## src/rtl/mskaes_128bits_state_loader.sv

```systemverilog
// Masked AES-128 input stage: collects four 32-bit d-share column words into one 128*d-bit state sharing.
// Optional build macro MSK_LOADER_CLEAR_EN wipes the state register on every output handoff.
module mskaes_128bits_state_loader #(
  parameter int d = 2
) (
  input  logic               clk,
  input  logic               rst_n,
  input  logic               in_valid,
  output logic               in_ready,
  input  logic [32*d-1:0]    sh_word_in,
  output logic               out_valid,
  input  logic               out_ready,
  output logic [128*d-1:0]   sh_state_out
);

  localparam int WORD_W = 32 * d;

  localparam logic [0:0] S_FILL = 1'b0;
  localparam logic [0:0] S_FULL = 1'b1;

  logic [0:0]        r_state;
  logic [1:0]        r_cnt;
  logic [128*d-1:0]  r_shares;

  logic              w_in_xfer;
  logic              w_out_xfer;

  // Handshakes qualify on registered state only, so outputs never see a combinational input path.
  assign w_in_xfer  = in_valid  && (r_state == S_FILL);
  assign w_out_xfer = out_ready && (r_state == S_FULL);

  // NOTE: sequential state uses non-blocking assignments so every register samples pre-edge values.
  always_ff @(posedge clk or negedge rst_n) begin
    if (!rst_n) begin
      r_state <= S_FILL;
      r_cnt   <= 2'd0;
    end else begin
      unique case (r_state)
        S_FILL: begin
          if (w_in_xfer) begin
            r_cnt <= r_cnt + 2'd1;
            if (r_cnt == 2'd3) begin
              r_state <= S_FULL;
            end
          end
        end
        S_FULL: begin
          if (w_out_xfer) begin
            r_state <= S_FILL;
          end
        end
        default: begin
          r_state <= S_FILL;
          r_cnt   <= 2'd0;
        end
      endcase
    end
  end

  // NOTE: the share register is reset on purpose: no stale share data may survive a reset.
  always_ff @(posedge clk or negedge rst_n) begin
    if (!rst_n) begin
      r_shares <= '0;
    end else if (w_in_xfer) begin
      // Only the addressed column slice moves; shares are copied verbatim.
      r_shares[int'(r_cnt)*WORD_W +: WORD_W] <= sh_word_in;
`ifdef MSK_LOADER_CLEAR_EN
    end else if (w_out_xfer) begin
      r_shares <= '0;
`endif
    end
  end

  assign in_ready     = (r_state == S_FILL);
  assign out_valid    = (r_state == S_FULL);
  assign sh_state_out = r_shares;

endmodule

```

## config.mk

```make
export PLATFORM = sky130hd
export DESIGN_NAME = mskaes_128bits_state_loader
export DESIGN_NICKNAME = d
export VERILOG_FILES = /design/src/rtl/mskaes_128bits_state_loader.sv
export SDC_FILE = /design/constraint.sdc
export NUM_CORES = 1
export LEC_CHECK = 0
export BUFFER_PORTS_ARGS = -buffer_cell sky130_fd_sc_hd__buf_2
export CAP_MARGIN = 20
export CORE_UTILIZATION = 40
export CTS_CLUSTER_SIZE = 12
export DETAILED_ROUTE_END_ITERATION = 7
export MAX_ROUTING_LAYER = met4
export PLACE_DENSITY = 0.73
export SLEW_MARGIN = 20
export SYNTH_ARGS = -nofsm -noshare
export SYNTH_HDL_FRONTEND = slang
export SYNTH_SLANG_ARGS = --single-unit
```

## constraint.sdc

```tcl
create_clock -name clk -period 2.83 [get_ports clk]
set_clock_uncertainty 0.2 [all_clocks]
set_input_delay 0.1415 -clock clk [delete_from_list [all_inputs] [get_ports clk]]
set_output_delay 0.1415 -clock clk [all_outputs]
set_load 0.005 [all_outputs]
```

=== Word level (Yosys, flattened, before mapping) ===
Cells that the tools add are included.

* Add/subtract/negate cells: 2
* Multipliers: 0
* Div/mod/pow operators: 0
* $lt $le $gt $ge: 0
* Eq/ne operators: 1
* Shift-type cells: 2
* Mux-type cells: 5
* Bitwise operators: 1
* Reduce and logical (&&, ||, !) cells: 3

{| class="wikitable"
|+ Operators with widths
! cell !! count
|-
| bitwise mux 256 bit || 1
|-
| variable shift 64 x 33 -> 256 bit (first input constant) || 1
|-
| indexed part select 64 x 33 -> 256 bit || 1
|-
| negator 8 -> 33 bit || 1
|-
| 2-to-1 mux 1 bit || 3
|-
| adder 2 x 1 -> 2 bit (second input constant) || 1
|-
| equality test 2 bit (second input constant) || 1
|-
| logical AND 1 bit || 2
|-
| case mux 1 bit (2 select lines) || 1
|-
| AND reduction 2 bit || 1
|-
| inverter 1 bit || 1
|}

* Register bits: 259
* Latch bits: 0
* RAM bits: 0
* ROM bits: 0
* Input bits: 68
* Word-level logic and storage cells: 17
* Memories kept: 0

=== Longest topological paths before layout ===
* Depth after elaboration: 4
* Depth in mapped cells: 8
* Mapped depth without buffers: 5

=== Worst setup path after synthesis ===
OpenSTA, ideal clock, no wires.

* Path kind: flip-flop to flip-flop
* From: register r_cnt[0]
* To: register r_shares[192], in the netlist sh_state_out[192]
* Setup time: 65 ps
* Arrival time: 2,223 ps
* Data required time: 2,565 ps
* Path slack: 342 ps
* Stages on the path, launching flop included: 7
* Buffers on the path: 1
* Period minus slack after synthesis: 2,488 ps
* Cell sequence: dfrtp_1 -> inv_1 -> ha_1 -> or3b_4 -> nor4b_4 -> buf_6 -> a22o_1

* Cells in the longest elaborated chain, start to end: 3

{| class="wikitable"
|+ Ends and longest elaborated chain
! element !! line !! RTL
|-
| start, declared || 22 || <nowiki>logic [1:0] r_cnt;</nowiki>
|-
| start signal, assigned || 41 || <nowiki>r_cnt <= r_cnt + 2'd1;</nowiki>
|-
| negator 8 -> 33 bit * || 66 || <nowiki>r_shares[int'(r_cnt)*WORD_W +: WORD_W] <= sh_word_in;</nowiki>
|-
| indexed part select 64 x 33 -> 256 bit or variable shift 64 x 33 -> 256 bit (tied branches) || 66 ||
|-
| bitwise mux 256 bit * || 66 ||
|-
| end signal, assigned by index || 66 ||
|-
| end, declared || 23 || <nowiki>logic [128*d-1:0] r_shares;</nowiki>
|}

Every way passes the cells marked *; elsewhere a longest branch is shown, timed or not.
A chain may end at the register's enable or synchronous reset.

=== Worst setup path after layout ===
* From: register r_cnt[0]
* To: register r_shares[253], in the netlist sh_state_out[253]

The elaborated chain is that of the path after synthesis.

==> results.toml <==
[setup_path]
startpoint_type = "flip-flop"
r2r_setup_slack_ns = 0.35
crit_path_max_fanout = 29
worstPathRequired_ns = 3.10
crit_type = "flip-flop to flip-flop"
critPathArrivalTime_ns = 2.75
r2r_end = "sh_state_out[253]"
cp-startpoint = "r_cnt[0]"
crit-reg2reg-launch = "r_cnt[0]"
worst-r2r-cell-count = 6
endpoint_kind = "flip-flop"

[cts]
cts_buffers = 27
clockRootBuffer = "clkbuf_16"
cts_resized = 0
cts_max_level = 1
insertion_delay_ns = 0.54
cts.sinks = 259
cts_tree = "done"
post_cts_buffers = 0
path_clk_slew_ns = 0.06
clockBufferDepth = 3

[cells_and_area]
drive_gt1_share_pct = 30.5
fin_nets = 1334
fin_util_pct = 55.0
syn2layout_area_growth_pct = 35.5
design_area_sq_mm = 0.0133
n_antenna_cell = 0

[floorplanning]
die_w_microns = 159
initial_core_util_pct = 40.6
rows = 57
coreArea_sq_mm = 0.0242
die-area_sq_mm = 0.0252
ios = 326
die_h_microns = 159

[grt]
antenna_found_initial = 0
grt_pass1_wl_mm = 46.2
grtUsageTotal_pct = 23.5
grt_pass1_vias = 8250
grt_remaining_overflow = 0
grt_max_degree = 129

[routing]
drtIter0Drc = 528
drt_first_pass_iters = 5
wl_per_cell_microns = 18.1
routed_wirelength_mm = 28.9
drc = 0
vias_per_cell = 5.17
drtAntennaViolNets = 0
vias = 8270

[synth]
ys_seq_area_share_pct = 65.9
synth_cell_types = 22
yosysTopAreaCell = "dfrtp_1"
synthArstFlopShare_pct = 100
avgSynthCellArea_sq_um = 11.1
yosysWarnings = 0
synth_edf_count = 0
netlist_instances = 888
syn_area_sq_mm = 0.00983
yosysMostFrequentCell = "nand2_1"
yosys-top-cells-count = "279 x nand2_1, 259 x dfrtp_1, 141 x o21ai_0"
syn_nets = 961
ys.flop_type = "dfrtp_1"
synth_area_leaders = "dfrtp_1 66%, nand2_1 11%, a22o_1 10%"
synthDominantCellAreaShare_pct = 65.9
ys_ff_latch = 259

[power_and_ir_drop]
ir_drop_mv = 0.656
total_power_w = 0.0148
power.density_mw_per_mm2 = 1110
p_leak_nw = 6.93

[timing]
min_period_ns = 2.48
finalCritPeriodShare_pct = 87.6
hold_viol = 0
fmax_mhz = 403
whs_ns = 0.0410
setup_viol_count_final = 0
slew_viol_final = 0
worstMarginPinSlew_ns = 0.717
rsz0062_at_grt = "false"
tns_ns = 0
slew_headroom_pct = 52.2

[place]
place.detailed.hpwl_mm = 17.7
postPlaceCellArea_sq_mm = 0.0118
gp_congestion = 0.806
port_buffers = 325

[outcome]
status = "finished, final reports clean"

[hold_path]
hp-class = "input pin to asynchronous set/reset pin"

[run]
maxCapViolCount = 0
[layout by cell type, fill, tap and decap left out, types with 3 or more instances in the layout]
| cell | synthesis | final |
|---|---|---|
| ha_1 | 5 | 5 |
| inv_1 | 4 | 4 |
| buf_4 | 0 | 11 |
| clkbuf_1 | 52 | 8 |
| buf_2 | 4 | 324 |
| nand3b_1 | 3 | 3 |
| clkbuf_8 | 0 | 6 |
| a22o_1 | 116 | 116 |
| o21ai_0 | 141 | 141 |
| nand2_1 | 279 | 278 |
| clkbuf_16 | 0 | 27 |
| dlygate4sd3_1 | 0 | 67 |
| buf_12 | 0 | 9 |
| dfrtp_1 | 259 | 259 |
[where the power goes]
group | internal, W | switching [W] | total, W | leakage [nW]
Sequential | 0.00531 | 0.000892 | 0.00620 | 3.56
Combinational | 0.00237 | 0.00283 | 0.00520 | 2.97
Clock | 0.00199 | 0.00141 | 0.00340 | 0.404
Total | 0.00967 | 0.00513 | 0.0148 | 6.93
[how the worst max path moves through the flow]
stage,slack (ns),to,depth (start not counted)
final,0.35,sh_state_out[253],6
after global routing,0.21,sh_state_out[202],6
after CTS,0.33,sh_state_out[197],6
after detailed placement,0.35,sh_state_out[240],6
after global placement,0.43,sh_state_out[234],6
after floorplan,0.34,sh_state_out[192],6
[stage by stage]
| step | instances | setup WS, ns |
|---|---|---|
| after global placement | 1489 | 0.434 |
| after global routing | 1600 | 0.206 |
| final | 1600 | 0.351 |
| after CTS | 1600 | 0.330 |
| after detailed placement | 1489 | 0.354 |
| after floorplan | 888 | 0.342 |
[state kept, by name, indices dropped and copies added (netlist names)]
register and flops:
sh_state_out 256, r_cnt 2, out_valid 1
[cell type report]
| class | instances | area (sq um) |
|---|---|---|
| repair buffers | 412 | 2570 |
| clock inverters | 3 | 46.3 |
| clock buffers | 41 | 788 |
| fillers | 2088 | 10900 |
| flip-flops and latches | 259 | 6480 |
| inverters | 4 | 15.0 |
| well taps | 324 | 405 |
| multi-input cells | 557 | 3020 |
[worst max-delay path: stages, from the launching register on]
cell and delay, ns:
dfrtp_1 0.38, inv_1 0.21, ha_1 0.36, or3b_4 0.44, nor4b_4 0.41, buf_12 0.25
a22o_1 0.16
[layer usage]
metal | part of all wire (%) | vias up | GRT usage [%] | wire (microns)
met1 | 42 | 4060 | 30.2 | 12200
met2 | 48 | 368 | 37.4 | 13700
met3 | 6.5 | 73 | 4.00 | 1880
li1 | - | 3769 | - | -
met4 | 3.6 | 0 | 8.91 | 1040
met5 | 0 | - | - | 0
[cells by family after synthesis]
family	Yosys count	share of synthesized area, %
AOI/OAI and AO/OA	258	17.6
xor gates and xnor gates	1	0.0891
adders and majority gates	5	0.636
buffers and inverters	72	3.64
DFF	259	65.9
and+or+nand+nor	293	12.1
[repair_timing]
action / CTS / global route
endpoints found under the setup margin: 0 / 0
hold buffers: 67 / 0
endpoints found under the hold margin: 458 / 0
Note: power is estimated with default switching activity, not from simulation.
